==> src/rtl/addsub_pkg.sv <==
// addsub_pkg: shared types for the pipelined adder/subtractor
package addsub_pkg;

    typedef enum logic {
        OP_ADD = 1'b0,
        OP_SUB = 1'b1
    } addsub_op_t;

    typedef struct packed {
        logic cout;
        logic ovf;
        logic zero;
    } addsub_flags_t;

endpackage

==> src/rtl/addsub_seg.sv <==
// addsub_seg: combinational SEG-bit carry segment, also exposing the carry into its MSB
module addsub_seg #(
    parameter int SEG = 8
) (
    input  logic [SEG-1:0] a,
    input  logic [SEG-1:0] b,
    input  logic           ci,
    output logic [SEG-1:0] s,
    output logic           co,
    output logic           c_msb_in
);

    // Carry into the MSB is recovered from the MSB sum bit: s = a ^ b ^ c
    always_comb begin
        {co, s}  = (SEG + 1)'(a) + (SEG + 1)'(b) + (SEG + 1)'(ci);
        c_msb_in = a[SEG-1] ^ b[SEG-1] ^ s[SEG-1];
    end

endmodule

==> src/rtl/addsub_pipe.sv <==
// addsub_pipe: skewed STAGES-deep add/sub pipeline with valid/ready; define ADDSUB_PIPE_SAT_EN for signed saturation
module addsub_pipe
    import addsub_pkg::*;
#(
    parameter int WIDTH  = 32,
    parameter int STAGES = 4
) (
    input  logic             clk,
    input  logic             n_rst,
    input  logic             in_valid,
    output logic             in_ready,
    input  logic [WIDTH-1:0] a,
    input  logic [WIDTH-1:0] b,
    input  logic             cin,
    input  logic             op_sub,
    output logic             out_valid,
    input  logic             out_ready,
    output logic [WIDTH-1:0] sum,
    output logic             cout,
    output logic             ovf,
    output logic             zero
);

    localparam int SEG = WIDTH / STAGES;
    localparam int L   = STAGES - 1;

    logic             en;
    logic             sub;
    logic             ovf_n;
    logic [WIDTH-1:0] s_fin;
    logic [WIDTH-1:0] a_in [STAGES];
    logic [WIDTH-1:0] b_in [STAGES];
    logic [WIDTH-1:0] s_in [STAGES];
    logic [WIDTH-1:0] s_nx [STAGES];
    logic [WIDTH-1:0] a_q  [STAGES];
    logic [WIDTH-1:0] b_q  [STAGES];
    logic [WIDTH-1:0] s_q  [STAGES];
    logic [SEG-1:0]   seg_s[STAGES];
    logic             c_in [STAGES];
    logic             v_in [STAGES];
    logic             c_q  [STAGES];
    logic             v_q  [STAGES];
    logic             co_w [STAGES];
    logic             cm_w [STAGES];
    addsub_flags_t    flags_n;
    addsub_flags_t    flags_q;

    assign sub       = addsub_op_t'(op_sub) == OP_SUB;
    assign en        = out_ready || !out_valid;
    assign in_ready  = en;
    assign out_valid = v_q[L];
    assign sum       = s_q[L];
    assign cout      = flags_q.cout;
    assign ovf       = flags_q.ovf;
    assign zero      = flags_q.zero;

    for (genvar k = 0; k < STAGES; k++) begin : g_stage
        if (k == 0) begin : g_head
            assign a_in[k] = a;
            assign b_in[k] = sub ? ~b : b;
            assign c_in[k] = sub ^ cin;
            assign v_in[k] = in_valid;
            assign s_in[k] = '0;
        end else begin : g_tail
            assign a_in[k] = a_q[k-1];
            assign b_in[k] = b_q[k-1];
            assign c_in[k] = c_q[k-1];
            assign v_in[k] = v_q[k-1];
            assign s_in[k] = s_q[k-1];
        end
        addsub_seg #(.SEG(SEG)) u_seg (
            .a        (a_in[k][k*SEG +: SEG]),
            .b        (b_in[k][k*SEG +: SEG]),
            .ci       (c_in[k]),
            .s        (seg_s[k]),
            .co       (co_w[k]),
            .c_msb_in (cm_w[k])
        );
        assign s_nx[k] = s_in[k] | (WIDTH'(seg_s[k]) << (k * SEG));
    end

    assign ovf_n = co_w[L] ^ cm_w[L];

`ifdef ADDSUB_PIPE_SAT_EN
    assign s_fin = ovf_n ? {a_in[L][WIDTH-1], {(WIDTH-1){~a_in[L][WIDTH-1]}}} : s_nx[L];
`else
    assign s_fin = s_nx[L];
`endif

    assign flags_n = '{cout: co_w[L], ovf: ovf_n, zero: s_fin == '0};

    // Advance every stage together; a held output freezes the whole pipe
    always_ff @(posedge clk) begin
        if (!n_rst) begin
            for (int i = 0; i < STAGES; i++) begin
                v_q[i] <= 1'b0;
                a_q[i] <= '0;
                b_q[i] <= '0;
                c_q[i] <= 1'b0;
                s_q[i] <= '0;
            end
            flags_q <= '0;
        end else if (en) begin
            for (int i = 0; i < STAGES; i++) begin
                v_q[i] <= v_in[i];
                a_q[i] <= a_in[i];
                b_q[i] <= b_in[i];
                c_q[i] <= co_w[i];
                s_q[i] <= (i == L) ? s_fin : s_nx[i];
            end
            flags_q <= flags_n;
        end
    end

endmodule

==> config.mk <==
export PLATFORM = sky130hd
export DESIGN_NAME = addsub_pipe
export DESIGN_NICKNAME = d
export VERILOG_FILES = /design/src/rtl/addsub_pkg.sv /design/src/rtl/addsub_seg.sv /design/src/rtl/addsub_pipe.sv
export SDC_FILE = /design/constraint.sdc
export NUM_CORES = 1
export LEC_CHECK = 0
export ABC_AREA = 1
export CAP_MARGIN = 20
export CELL_PAD_IN_SITES_DETAIL_PLACEMENT = 0
export CELL_PAD_IN_SITES_GLOBAL_PLACEMENT = 2
export CORE_MARGIN = 1
export CORE_UTILIZATION = 39
export DETAILED_ROUTE_END_ITERATION = 8
export HOLD_SLACK_MARGIN = 0.05
export PLACE_DENSITY_LB_ADDON = 0.12
export SLEW_MARGIN = 20
export SYNTH_ARGS = -nofsm -noshare
export SYNTH_HDL_FRONTEND = slang
export SYNTH_SLANG_ARGS = --single-unit
==> constraint.sdc <==
create_clock -name clk -period 16.2 [get_ports clk]
set_input_delay 3.24 -clock clk [delete_from_list [all_inputs] [get_ports clk]]
set_output_delay 3.24 -clock clk [all_outputs]
set_load 0.1 [all_outputs]
==> results of run 1 <==
==> layout make-up <==
cell class / count / area share [%]
flip-flops and latches: 186 / 52.5
repair buffers: 109 / 10.2
well taps: 280 / 3.31
inverters: 168 / 5.98
clock buffers: 18 / 4.05
clock inverters: 14 / 1.68
multi-input cells: 427 / 22.3
==> registers in the layout, summed over array words and instances (netlist names) <==
signal	count
a_q	48
cout	1
s_q	80
c_q	3
zero	1
v_q	4
b_q	48
ovf	1
==> routing by layer <==
metal	share of wire, %	GRT usage [%]	vias up
met1	48	18.2	2443
met2	47	22.8	91
met5	0	0	-
met4	1.4	5.20	0
met3	3.3	3.02	20
li1	-	-	2805
==> metrics by stage <==
stage	hold WS (ns)	util, %	total power [W]	setup WS, ns
floorplan	0.519	-	0.000718	8.34
global placement	0.466	45.6	0.000765	7.96
detailed placement	0.471	45.6	0.000768	7.97
CTS	0.481	48.4	0.00120	7.96
global route	0.511	48.4	0.00123	7.90
finish	0.482	48.4	0.00118	7.97
==> cells in the mapped netlist (all sizes together) <==
| master | number |
|---|---|
| a31oi | 5 |
| dfxtp | 3 |
| nor2 | 179 |
| o21ai | 19 |
| a21oi | 42 |
| inv | 168 |
| or2 | 2 |
| nor3 | 1 |
| ha | 28 |
| o21a | 1 |
| nand3b | 4 |
| nand4 | 8 |
| nand3 | 26 |
| a21o | 4 |
| xor2 | 9 |
| and2 | 1 |
| o211ai | 2 |
| edfxtp | 183 |
| fa | 8 |
| buf | 24 |
| nand2 | 63 |
| xnor2 | 25 |
==> power groups by stage <==
stage / registers, W / clock network, W / logic (W)
CTS: 0.000583 / 0.000440 / 0.000175
finish: 0.000583 / 0.000427 / 0.000172
floorplan: 0.000632 / 0 / 0.0000857
global route: 0.000587 / 0.000456 / 0.000192
detailed placement: 0.000594 / 0 / 0.000174
global placement: 0.000592 / 0 / 0.000173
==> path summary, 6_finish.rpt <==
check                            from                        to  slack [ns]  depth (start not counted)
setup / recovery            out_ready                  in_ready        7.97                          4
hold / removal       ovf$_SDFFE_PN0N_          ovf$_SDFFE_PN0N_        0.48                          2
setup reg to reg  v_q[0][3]$_DFFE_PP_  b_q[0][92]$_SDFFCE_PN0P_       13.08                          5
hold reg to reg      ovf$_SDFFE_PN0N_          ovf$_SDFFE_PN0N_        0.48                          2
==> cell usage in the layout (no fill, tap or decap), types with 3 or more instances in the layout <==
master,count
a21o_1,4
dfxtp_1,3
o21ai_0,12
bufinv_16,4
o21ai_1,7
clkdlybuf4s50_1,105
nand4_1,8
buf_4,3
edfxtp_1,183
nand3b_1,4
inv_1,165
nor2_1,177
fa_1,8
xor2_1,9
clkbuf_16,17
a21oi_1,41
ha_1,28
nand2_1,62
a31oi_1,5
nand3_1,26
clkinv_1,3
clkinv_2,3
xnor2_1,25
clkinvlp_4,3
==> cell families (layout without fill, tap and decap cells) <==
kind of cell / count (synthesis) / in the layout / share of synthesized area (%)
simple gates: 284 / 284 / 13.2
buf+inv: 192 / 309 / 9.53
flops: 186 / 186 / 63.5
compound gates: 73 / 73 / 4.49
fa+ha+maj: 36 / 36 / 5.84
xor+xnor: 34 / 34 / 3.40
==> tightest hold or removal path, cell delays in order (launching register included) <==
cell	delay (ns)
dfxtp_1	0.31
nand3_1	0.08
nand2_1	0.05
==> impl_metrics.json, run 1 <==
{
  "drcViolationCount": 0,
  "drtIter0Drc": 277,
  "timing.final.crit_share_pct": 50.8,
  "die_w_um": 152,
  "routedWlPerCell_um": 12.4,
  "path_max_fanout": 6,
  "p_comb_share_pct": 14.6,
  "hold_path_class": "reg2reg",
  "power_leakage_nw": 4.59,
  "hold_buffers": 0,
  "synth.yosys.warnings": 0,
  "clkSlewWorstSetupHoldPaths_ns": 0.06,
  "cts-root-buf": "clkbuf_16",
  "gp_congestion": 0.781,
  "period_needed_ns": 8.23,
  "synth_nets": 911,
  "cp-start-kind": "input port",
  "worst_pin_slew_ns": 1.03,
  "nets": 1015,
  "clockBufferDepth": 2,
  "placed_cell_area_um2": 9980,
  "endpoint_kind": "output port",
  "finClkSkew_ns": 0.0117,
  "p_per_area_nw_per_um2": 112,
  "pwr-share-clk_pct": 36.1,
  "die_h_um": 152,
  "route.vias.total": 5359,
  "postRouteAntennaNets": 0,
  "cts_sinks": 186,
  "antenna_found_initial": 0,
  "critPathKind": "in2out",
  "p_int_w": 0.000887,
  "final_area_um2": 10600,
  "boundaryPins": 107,
  "synth_top_area_share_pct": 62.8,
  "slew_violations": 0,
  "cpMaxStageDelayCell": "clkdlybuf4s50_1",
  "yosys-top-cells-area": "edfxtp_1, nor2_1, inv_1",
  "multi_input_area_um2": 2370,
  "critPathMaxStageDelay_ns": 1.11,
  "n_fill_cell": 2060,
  "path_delay_family": "buffers and inverters",
  "peakVddDrop_mv": 0.0606,
  "seqCellArea_um2": 5560,
  "p_sw_w": 0.000295,
  "drv_cap": 0,
  "avgSynthCellArea_um2": 10.9,
  "viasPerCell": 4.46,
  "synth.distinct_cells": 28,
  "relSlewSlack_pct": 31.4,
  "grt_overflow_total": 0,
  "firstDrtPassIters": 4,
  "insertion_delay_ns": 0.42,
  "fmax_ghz": 0.122,
  "rows": 54,
  "crit_arrival_ns": 4.99,
  "dp_cells": 1170,
  "grt_first_pass_wirelength_um": 24600,
  "htree_levels": 4,
  "synth_area_leader_cell": "edfxtp_1",
  "seq_area_frac_synth_pct": 63.5,
  "rsz0062_at_grt": "no",
  "core_um2": 21900,
  "numCtsBuffers": 17,
  "grt_usage_pct": 14.0,
  "num_antenna_cells": 0,
  "pwr-share-seq_pct": 49.3,
  "initial_utilization_pct": 40.0,
  "swShare_pct": 25.0,
  "final_hold_viol_count": 0,
  "crit_top_cell": "clkdlybuf4s50_1",
  "yosys_register_bits": 186,
  "setup-violations-final": 0,
  "hpwl_um": 10100,
  "tritoncts": "yes",
  "postCtsSetupRepairBufs": 0,
  "status": "finished, final reports clean",
  "syn_area_um2": 8750,
  "area_growth_pct": 21.1,
  "crit_chain": "clkdlybuf4s50_1 -> nor2_4 -> inv_1 -> clkdlybuf4s50_1",
  "grt_pass1_vias": 5217,
  "port_buffers": 106,
  "critPathBufInv": 3,
  "critPathRequiredTime_ns": 12.96,
  "wl_um": 14900,
  "layout-drive-gt1-share_pct": 4.23,
  "synth_cells": 805,
  "stdcell_count": 1202,
  "finalSetupTns_ns": 0,
  "ctsResizeCount": 0,
  "dieArea_um2": 23000,
  "grt_max_degree": 105
}
Power figures use the tool's default switching activity.
==> inputs of run 2 (changes only) <==
CORE_UTILIZATION = 33   (was 39)
clock period = 7.45 ns   (was 16.2 ns; I/O delays follow)
==> impl_metrics.json, run 2 (synthesized netlist as in run 1, its figures left out) <==
{
  "crit_top_cell": "clkdlybuf4s50_1",
  "final_core_util_pct": 40.8,
  "clockBufferDepth": 2,
  "finalSetupTns_ns": 0,
  "timing.rr.end": "a_q[0][17]$_SDFFCE_PN0P_",
  "period_needed_ns": 4.73,
  "power_leakage_nw": 4.57,
  "rsz0062_at_grt": "no",
  "critPathMaxStageDelay_ns": 1.12,
  "crit_arrival_ns": 3.24,
  "die_h_um": 165,
  "p_per_area_nw_per_um2": 238,
  "path_delay_family": "buffers and inverters",
  "timing.final.crit_share_pct": 63.5,
  "min_to": "ovf$_SDFFE_PN0N_",
  "rows": 59,
  "r2r_slack_ns": 4.72,
  "initial_utilization_pct": 33.6,
  "regMostFlops": "s_q",
  "tritoncts": "yes",
  "hold_path_class": "reg2reg",
  "num_antenna_cells": 0,
  "ctsResizeCount": 0,
  "grt_pass1_vias": 5302,
  "postRouteAntennaNets": 0,
  "critPathKind": "in2out",
  "hpwl_um": 10400,
  "cts_sinks": 186,
  "grt_max_degree": 98,
  "crit_chain": "clkdlybuf4s50_1 -> nor2_4 -> inv_1 -> clkdlybuf4s50_1",
  "cpMaxStageDelayCell": "clkdlybuf4s50_1",
  "critPathBufInv": 3,
  "biggestRegsByFlops": "s_q: 80 flops, a_q: 48 flops, b_q: 48 flops",
  "core_um2": 26100,
  "relSlewSlack_pct": 33.8,
  "port_buffers": 106,
  "final_hold_viol_count": 0,
  "peakVddDrop_mv": 0.116,
  "routedWlPerCell_um": 12.4,
  "grt_overflow_total": 0,
  "worst_pin_slew_ns": 0.993,
  "setup-violations-final": 0,
  "drtIter0Drc": 258,
  "viasPerCell": 4.25,
  "finClkSkew_ns": 0.0101,
  "final_common_cell": "edfxtp_1",
  "htree_levels": 4,
  "wl_um": 15500,
  "cp-start-kind": "input port",
  "nets": 1015,
  "die_w_um": 165,
  "dieArea_um2": 27200,
  "antenna_found_initial": 0,
  "grt_first_pass_wirelength_um": 25500,
  "route.vias.total": 5342,
  "gp_congestion": 0.772,
  "insertion_delay_ns": 0.42,
  "path_max_fanout": 6,
  "boundaryPins": 107,
  "numCtsBuffers": 17,
  "postCtsSetupRepairBufs": 0,
  "status": "finished, final reports clean",
  "critPathRequiredTime_ns": 5.96,
  "area_growth_pct": 21.4,
  "endpoint_kind": "output port",
  "drcViolationCount": 0,
  "drv_cap": 0,
  "largest_reg_flops": 80,
  "grt_usage_pct": 12.1,
  "whs_path_depth": 2,
  "slew_violations": 0,
  "cts-root-buf": "clkbuf_16",
  "firstDrtPassIters": 5,
  "clkSlewWorstSetupHoldPaths_ns": 0.07,
  "hold_buffers": 0,
  "layout_common_cells": "edfxtp_1, nor2_1, inv_1, clkdlybuf4s50_1, nand2_1",
  "fmax_ghz": 0.211,
  "r2r_start": "v_q[0][3]$_DFFE_PP_",
  "reg2reg_depth": 6,
  "min_from": "ovf$_SDFFE_PN0N_",
  "layout-drive-gt1-share_pct": 4.45
}
-- run 2: cell types whose count changed in the layout (fill, tap and decap cells not counted) --
cell       before  now
clkinv_4        0    1
inv_6           1    4
clkinv_1        3    1
bufinv_16       4    2
clkbuf_1        1    0
-- run 2: worst max-delay path by stage --
stage	from	endpoint	cells after the start
2_1_floorplan	out_ready	a_q[0][10]$_SDFFCE_PN0P_	2
3_3_place_gp	out_ready	in_ready	4
3_5_place_dp	out_ready	in_ready	4
4_1_cts	out_ready	in_ready	4
5_1_grt	out_ready	in_ready	4
6_report	out_ready	in_ready	4
-- run 2: power by group --
group          switching (W)  internal, W
registers          0.0000264      0.00124
clock network       0.000390     0.000494
logic               0.000243     0.000131
-- run 2: worst register-to-register path, cell delays in order (launching register included) --
cell and delay (ns):
edfxtp_1 0.38, inv_1 0.08, nor2_4 0.19, nor2_4 0.16, inv_4 0.75, buf_4 0.75
nor2_1 0.13
-- run 2: layout make-up --
class	count	area [µm²]
repair buffers	109	1080
multi-input cells	427	2370
flip-flops and latches	186	5560
fillers	2542	15400
inverters	168	633
well taps	335	419
clock buffers	17	425
clock inverters	14	145
-- run 2: metal layers --
metal	vias to the layer above	track usage (%)	share of wire, %
met1	2464	16.3	50
met2	78	19.5	46
met4	0	3.88	0.95
li1	2791	-	-
met5	-	0	0
met3	9	2.41	2.9
-- run 2: per-stage QoR --
step	total power (W)	area (µm²)	hold slack, ns	setup WS, ns	cells
3_3_place_gp	0.00167	10100	0.465	2.71	1225
6_report	0.00252	10600	0.475	2.72	1256
4_1_cts	0.00257	10600	0.480	2.71	1256
3_5_place_dp	0.00167	10100	0.469	2.71	1225
5_1_grt	0.00264	10600	0.492	2.67	1256
2_1_floorplan	0.00156	8750	0.519	1.34	805
